### src/rtl/seven_seg_arbiter.sv
// Round-robin arbiter that shares one seven_seg_fsm display between four requesters,
// holding each grant for a minimum dwell time and tracking the granted value live.
module seven_seg_arbiter #(
    parameter int          DWELL_CYCLES = 100_000_000,
    parameter logic [15:0] IDLE_VALUE   = 16'h0000
) (
    input  logic        clock,
    input  logic        reset,
    input  logic [3:0]  req,
    input  logic [63:0] value,
    output logic [3:0]  grant,
    output logic [3:0]  done,
    output logic [15:0] sixteen_bit_number,
    output logic        display_valid
);

    localparam int            CW     = $clog2(DWELL_CYCLES);
    localparam logic [CW-1:0] RELOAD = CW'(DWELL_CYCLES - 1);

    typedef enum logic {IDLE, SHOW} state_t;

    state_t        state;
    logic [CW-1:0] count;
    logic [1:0]    pointer;
    logic [1:0]    owner;

    logic [3:0]    candidates;
    logic          found;
    logic [1:0]    pick;
    logic          take_new;
    logic          go_idle;
    logic          end_grant;

    // First pending requester at or after the pointer; the current owner never competes with itself.
    always_comb begin
        candidates = req & ~grant;
        found      = 1'b0;
        pick       = pointer;
        for (int k = 3; k >= 0; k--) begin
            if (candidates[pointer + 2'(k)]) begin
                found = 1'b1;
                pick  = pointer + 2'(k);
            end
        end
    end

    // Decide whether this edge starts a new grant, ends the current one, or drops back to idle.
    always_comb begin
        take_new  = 1'b0;
        go_idle   = 1'b0;
        end_grant = 1'b0;
        case (state)
            IDLE: take_new = found;
            SHOW: begin
                if (!req[owner]) begin
                    end_grant = 1'b1;
                    take_new  = found;
                    go_idle   = !found;
                end else if (count == '0) begin
                    end_grant = found;
                    take_new  = found;
                end
            end
            default: ;
        endcase
    end

    always_ff @(posedge clock or posedge reset) begin
        if (reset) begin
            state              <= IDLE;
            grant              <= '0;
            done               <= '0;
            sixteen_bit_number <= IDLE_VALUE;
            display_valid      <= 1'b0;
            count              <= '0;
            pointer            <= '0;
            owner              <= '0;
        end else begin
            done <= end_grant ? (4'b0001 << owner) : 4'b0000;
            if (take_new) begin
                state              <= SHOW;
                grant              <= 4'b0001 << pick;
                sixteen_bit_number <= value[{pick, 4'b0000} +: 16];
                display_valid      <= 1'b1;
                count              <= RELOAD;
                pointer            <= pick + 2'd1;
                owner              <= pick;
            end else if (go_idle) begin
                state              <= IDLE;
                grant              <= '0;
                sixteen_bit_number <= IDLE_VALUE;
                display_valid      <= 1'b0;
                count              <= '0;
            end else if (state == SHOW) begin
                // Sole requester at expiry simply restarts its dwell.
                sixteen_bit_number <= value[{owner, 4'b0000} +: 16];
                count              <= (count == '0) ? RELOAD : count - 1'b1;
            end
        end
    end

endmodule
### config.mk
export PLATFORM = sky130hd
export DESIGN_NAME = seven_seg_arbiter
export DESIGN_NICKNAME = d
export VERILOG_FILES = /design/src/rtl/seven_seg_arbiter.sv
export SDC_FILE = /design/constraint.sdc
export NUM_CORES = 1
export LEC_CHECK = 0
export CORE_MARGIN = 5
export CORE_UTILIZATION = 51
export DETAILED_ROUTE_END_ITERATION = 10
export PLACE_DENSITY = 0.82
export SYNTH_ARGS = -nofsm -noshare
export SYNTH_HDL_FRONTEND = slang
export SYNTH_SLANG_ARGS = --single-unit
### constraint.sdc
create_clock -name clock -period 3.2 [get_ports clock]
set_input_delay 0.64 -clock clock [delete_from_list [all_inputs] [get_ports clock]]
set_output_delay 0.64 -clock clock [all_outputs]
set_load 0.005 [all_outputs]
Yosys cells after proc, flatten, opt, wreduce, memory -nomap -nowiden

Cells that the tools add are included.

Register bits after elaboration: 56
Bits of input ports: 70
Output and inout port bits: 25
Logic and storage cells: 65

$add $sub $neg: 5
Magnitude comparators: 5
Shift operators: 4
Multiplexer cells: 37
Bitwise gates (word level): 3
Reductions and logical operators: 4

Operators by type and width:

| operator                                            | count |
|---|---|
| variable part select 64 x 7 -> 16 bit               | 2 |
| two-way mux 27 bit                                  | 4 |
| two-way mux 16 bit                                  | 3 |
| zero test 27 bit                                    | 1 |
| subtractor 27 x 1 -> 27 bit (second input constant) | 1 |
| two-way mux 1 bit                                   | 17 |
| < comparator 2 x 3 -> 1 bit (second input constant) | 5 |
| two-way mux 4 bit                                   | 3 |
| binary-select mux 1 bit (select 2 bit)              | 5 |
| two-way mux 2 bit                                   | 4 |
| << shifter 1 x 2 -> 4 bit (first input constant)    | 2 |
| adder 2 x 1 -> 2 bit (second input constant)        | 2 |
| adder 2 bit (second input constant)                 | 2 |
| bitwise AND 4 bit                                   | 1 |
| inverter 4 bit                                      | 1 |
| nonzero test 3 bit                                  | 1 |
| one-hot mux 1 bit (2 select lines)                  | 1 |
| nonzero test 2 bit                                  | 1 |
| zero test 1 bit                                     | 1 |
| inverter 1 bit                                      | 1 |

Logic depth before layout (Yosys ltp)

Word-level depth: 13
Mapped depth: 9
Mapped depth without buffers: 8

Worst setup path before layout

OpenSTA, ideal clock, no wires.

Kind: input -> register
Start: input req[2]
End: register sixteen_bit_number[15]
Library setup time: 126 ps
Data arrival time: 2,374 ps
Required time: 3,074 ps
Setup slack: 700 ps
Cell stages on the path: 7
Path buffers: 1
Path through: nor2b_2 a21oi_1 o32ai_4 nor2_4 buf_6 mux4_2 a221o_1

RTL lines:

| element                                 | line | source |
|---|---|---|
| start, declared                         | 9    | `input logic [3:0] req,` |
| bitwise AND 4 bit *                     | 36   | `candidates = req & ~grant;` |
| binary-select mux 1 bit (select 2 bit)  | 40   | `if (candidates[pointer + 2'(k)]) begin` |
| two-way mux 1 bit (not written as such) | 40   |  |
| two-way mux 2 bit (3 in series)         | 40   |  |
| two-way mux 2 bit *                     | 40   |  |
| net pick[0]                             | 29   | `logic [1:0] pick;` |
| variable part select 64 x 7 -> 16 bit * | 83   | `sixteen_bit_number <= value[{pick, 4'b0000} +: 16];` |
| two-way mux 16 bit *                    | 80   | `if (take_new) begin` |
| end signal, assigned                    | 83   |  |
| end signal, assigned                    | 96   | `sixteen_bit_number <= value[{owner, 4'b0000} +: 16];` |
| end, declared                           | 13   | `output logic [15:0] sixteen_bit_number,` |

Mark *: on every way through the listed nets, which the timed path passes. The rest lies on a longest branch. The select of a mux whose other input is x is not followed.
A chain may end at the register's enable or synchronous reset.

Worst setup path in the final report

Start: input req[2]
End: register sixteen_bit_number[11]

Word-level cells in the longest chain between the ends: 12

RTL lines:

| element |
|---|
| branches (longest 12 deep; another with variable part select 64 x 7 -> 16 bit) |

Parallel ways; which one is timed is not known. The select of a mux whose other input is x is not followed.

==> results_dict.tcl <==
set metrics [dict create \
    ff2ff_setup_slack_ns 0.61 \
    crit_path_max_fanout 16 \
    insertedDiodeCount 0 \
    layout-drive-gt1-share_pct 15.4 \
    sw_frac_of_total_pct 40.7 \
    avgViaCountPerCell 6.27 \
    yosys_register_bits 56 \
    cts_hold_buf 0 \
    relSlewSlack_pct 58.6 \
    fmax_mhz 354 \
    netlist_area_um2 4020 \
    hp-class "reg -> reg" \
    cts_resized 0 \
    r2r_start "count[8]" \
    yosysSeqAreaShare_pct 34.9 \
    grt_pass1_vias 3954 \
    required_ns 3.39 \
    placedCellCount 573 \
    cts_buffers 5 \
    drt_iter0_drc 192 \
    fp.coreArea_um2 7690 \
    min_period_over_period_pct 88.2 \
    ios 95 \
    drcViolationCount 0 \
    pre_cts_slack_ns 0.0413 \
    cap_violations 0 \
    synth_cells 384 \
    area_growth_pct 29.3 \
    rsz0062_at_grt "false" \
    switching_power_mw 1.69 \
    cp-start-kind "input port" \
    skew_ns 0.0176 \
    netlist-cell-type-count 64 \
    critPathLaunch "req[2]" \
    grt_use_total_pct 23.6 \
    post-route-min-period_ns 2.82 \
    num_rows 32 \
    cts_tree "done" \
    final_max_slew_viol_count 0 \
    fp.dieW_um 98.7 \
    crit_path_end_kind "flip-flop" \
    antenna_left 0 \
    antenna_found_initial 0 \
    place.detailed.hpwl_mm 8.50 \
    clk_latency_ns 0.31 \
    nNetsFinal 554 \
    outcome "completed" \
    clock_power_share_pct 9.6 \
    p_leak_nw 2.02 \
    postCtsSetupBuffers 0 \
    grt-ovfl-total 0 \
    cts-root-buf "clkbuf_8" \
    setup_tns_ns 0 \
    seq_power_share_pct 29.8 \
    internal-power_mw 2.46 \
    port_buffers 94 \
    vdd_ir_drop_max_v 0.000446 \
    die_area_um2 9750 \
    grt_first_pass_wirelength_mm 19.0 \
    start_util_pct 52.2 \
    cp.arrival_ns 3.01 \
    firstDrtPassIters 4 \
    synth_nets 460 \
    grt_max_degree 23 \
    comb_power_share_pct 60.6 \
    setup_ws_ns 0.377 \
    dieHeight_um 98.7 \
    drt_wl_total_mm 11.0 \
    htree_levels 2 \
    synth_edf_count 0 \
    synthFlopType "dfrtp_1" \
    finalNonFillerCells 581 \
    final_util_pct 67.5 \
    routedWlPerCell_um 19.0 \
    clkTransAtPathRegs_ns 0.09 \
    clkSinkCount 56 \
    ys.warnings.count 0 \
    cts_buffer_depth 2 \
    avgSynthCellArea_um2 10.5 \
    tightest_slew_ns 0.616 \
    power_density_nw_per_um2 800 \
    place_congestion 0.879 \
    setup_violations 0 \
    worstHoldStart "count[25]" \
    vias 3643 \
    critical_path_class "in -> reg" \
    async_reset_ff_share_pct 100 \
    hold_viol_final 0 \
]
[cells in the final DEF, fill, tap and decap left out, drive strengths merged, types with 12 or more instances in the layout]
cell type / n
a31oi: 12
buf: 13
clkdlybuf4s50: 94
nor2: 32
a21oi: 22
mux4: 28
nand2: 22
o21ai: 29
nor2b: 13
dfrtp: 56
nor3: 19
[critical path, stage by stage]
cell	delay (ns)
clkdlybuf4s50_1	0.49
nor2b_2	0.21
a21oi_1	0.27
o32ai_4	0.18
nor2_4	0.13
buf_12	0.17
mux4_1	0.59
a221o_1	0.32
[final timing paths]
check,end,depth (start not counted)
max,sixteen_bit_number[11],8
min,count[25],1
max reg2reg,sixteen_bit_number[11],6
min reg2reg,count[25],1
max in group asynchronous,pointer[0],3
min in group asynchronous,count[10],2
[metrics by stage]
stage               hold WS (ns)  power (mW)  instance area (um^2)
floorplan                  0.456        2.93                  4020
global placement           0.490        3.69                  5100
detailed placement         0.497        3.77                  5100
CTS                        0.523        4.18                  5190
global route               0.542        4.48                  5190
finish                     0.515        4.15                  5190
[cells by family (layout without fill, tap and decap cells)]
family	after synthesis	count (layout)	synth area share, %
compound gates	123	123	22.4
simple gates	140	140	21.4
mux	29	29	16.2
flops	56	56	34.9
buf+inv	30	125	3.24
fa+ha+maj	6	6	1.87
[registers in the layout (all words and copies together), names as in the netlist]
| signal | cells |
|---|---|
| owner | 2 |
| state | 1 |
| grant | 4 |
| sixteen_bit_number | 16 |
| pointer | 2 |
| count | 27 |
| done | 4 |
[metal layers]
metal | vias up | part of all wire, % | global-route usage [%]
met4 | 0 | 2.4 | 8.72
li1 | 1690 | - | -
met3 | 27 | 8.5 | 5.38
met5 | - | 0 | 0
met1 | 1750 | 38 | 28.4
met2 | 176 | 51 | 41.5
[power groups by stage]
stage | sequential, mW | clock, mW | combinational [mW]
after detailed placement | 1.24 | 0 | 2.53
after global placement | 1.24 | 0 | 2.45
after global routing | 1.27 | 0.437 | 2.77
after CTS | 1.23 | 0.411 | 2.53
after floorplan | 1.19 | 0 | 1.74
final | 1.24 | 0.400 | 2.52
[synth_stat cells, drive strengths merged, types with 3 or more instances]
master	number	share of area, %
a2111oi	5	1.1
a211oi	6	1.2
a21o	7	1.3
a21oi	22	2.8
a221o	11	2.7
a22o	6	1.3
a31oi	12	1.9
and3	5	0.90
buf	11	1.5
clkbuf	9	0.84
dfrtp	56	35
ha	6	1.9
inv	10	0.93
mux4	28	16
nand2	22	2.1
nand2b	11	1.9
nand3	8	1.0
nand4	3	0.62
nor2	32	3.6
nor2b	13	2.2
nor3	19	2.8
nor3b	10	2.0
nor4	7	2.4
o21a	5	0.93
o21ai	29	3.7
o22a	7	1.5
[final cells by class]
class                   count  area, um^2
fillers                   580        2490
multi-input cells         298        2480
flip-flops and latches     56        1400
repair buffers            107        1050
well taps                 102         128
clock buffers               5        68.8
inverters                  10        37.5
clock inverters             3        22.5
No activity file was read; power rests on OpenSTA's default activity.
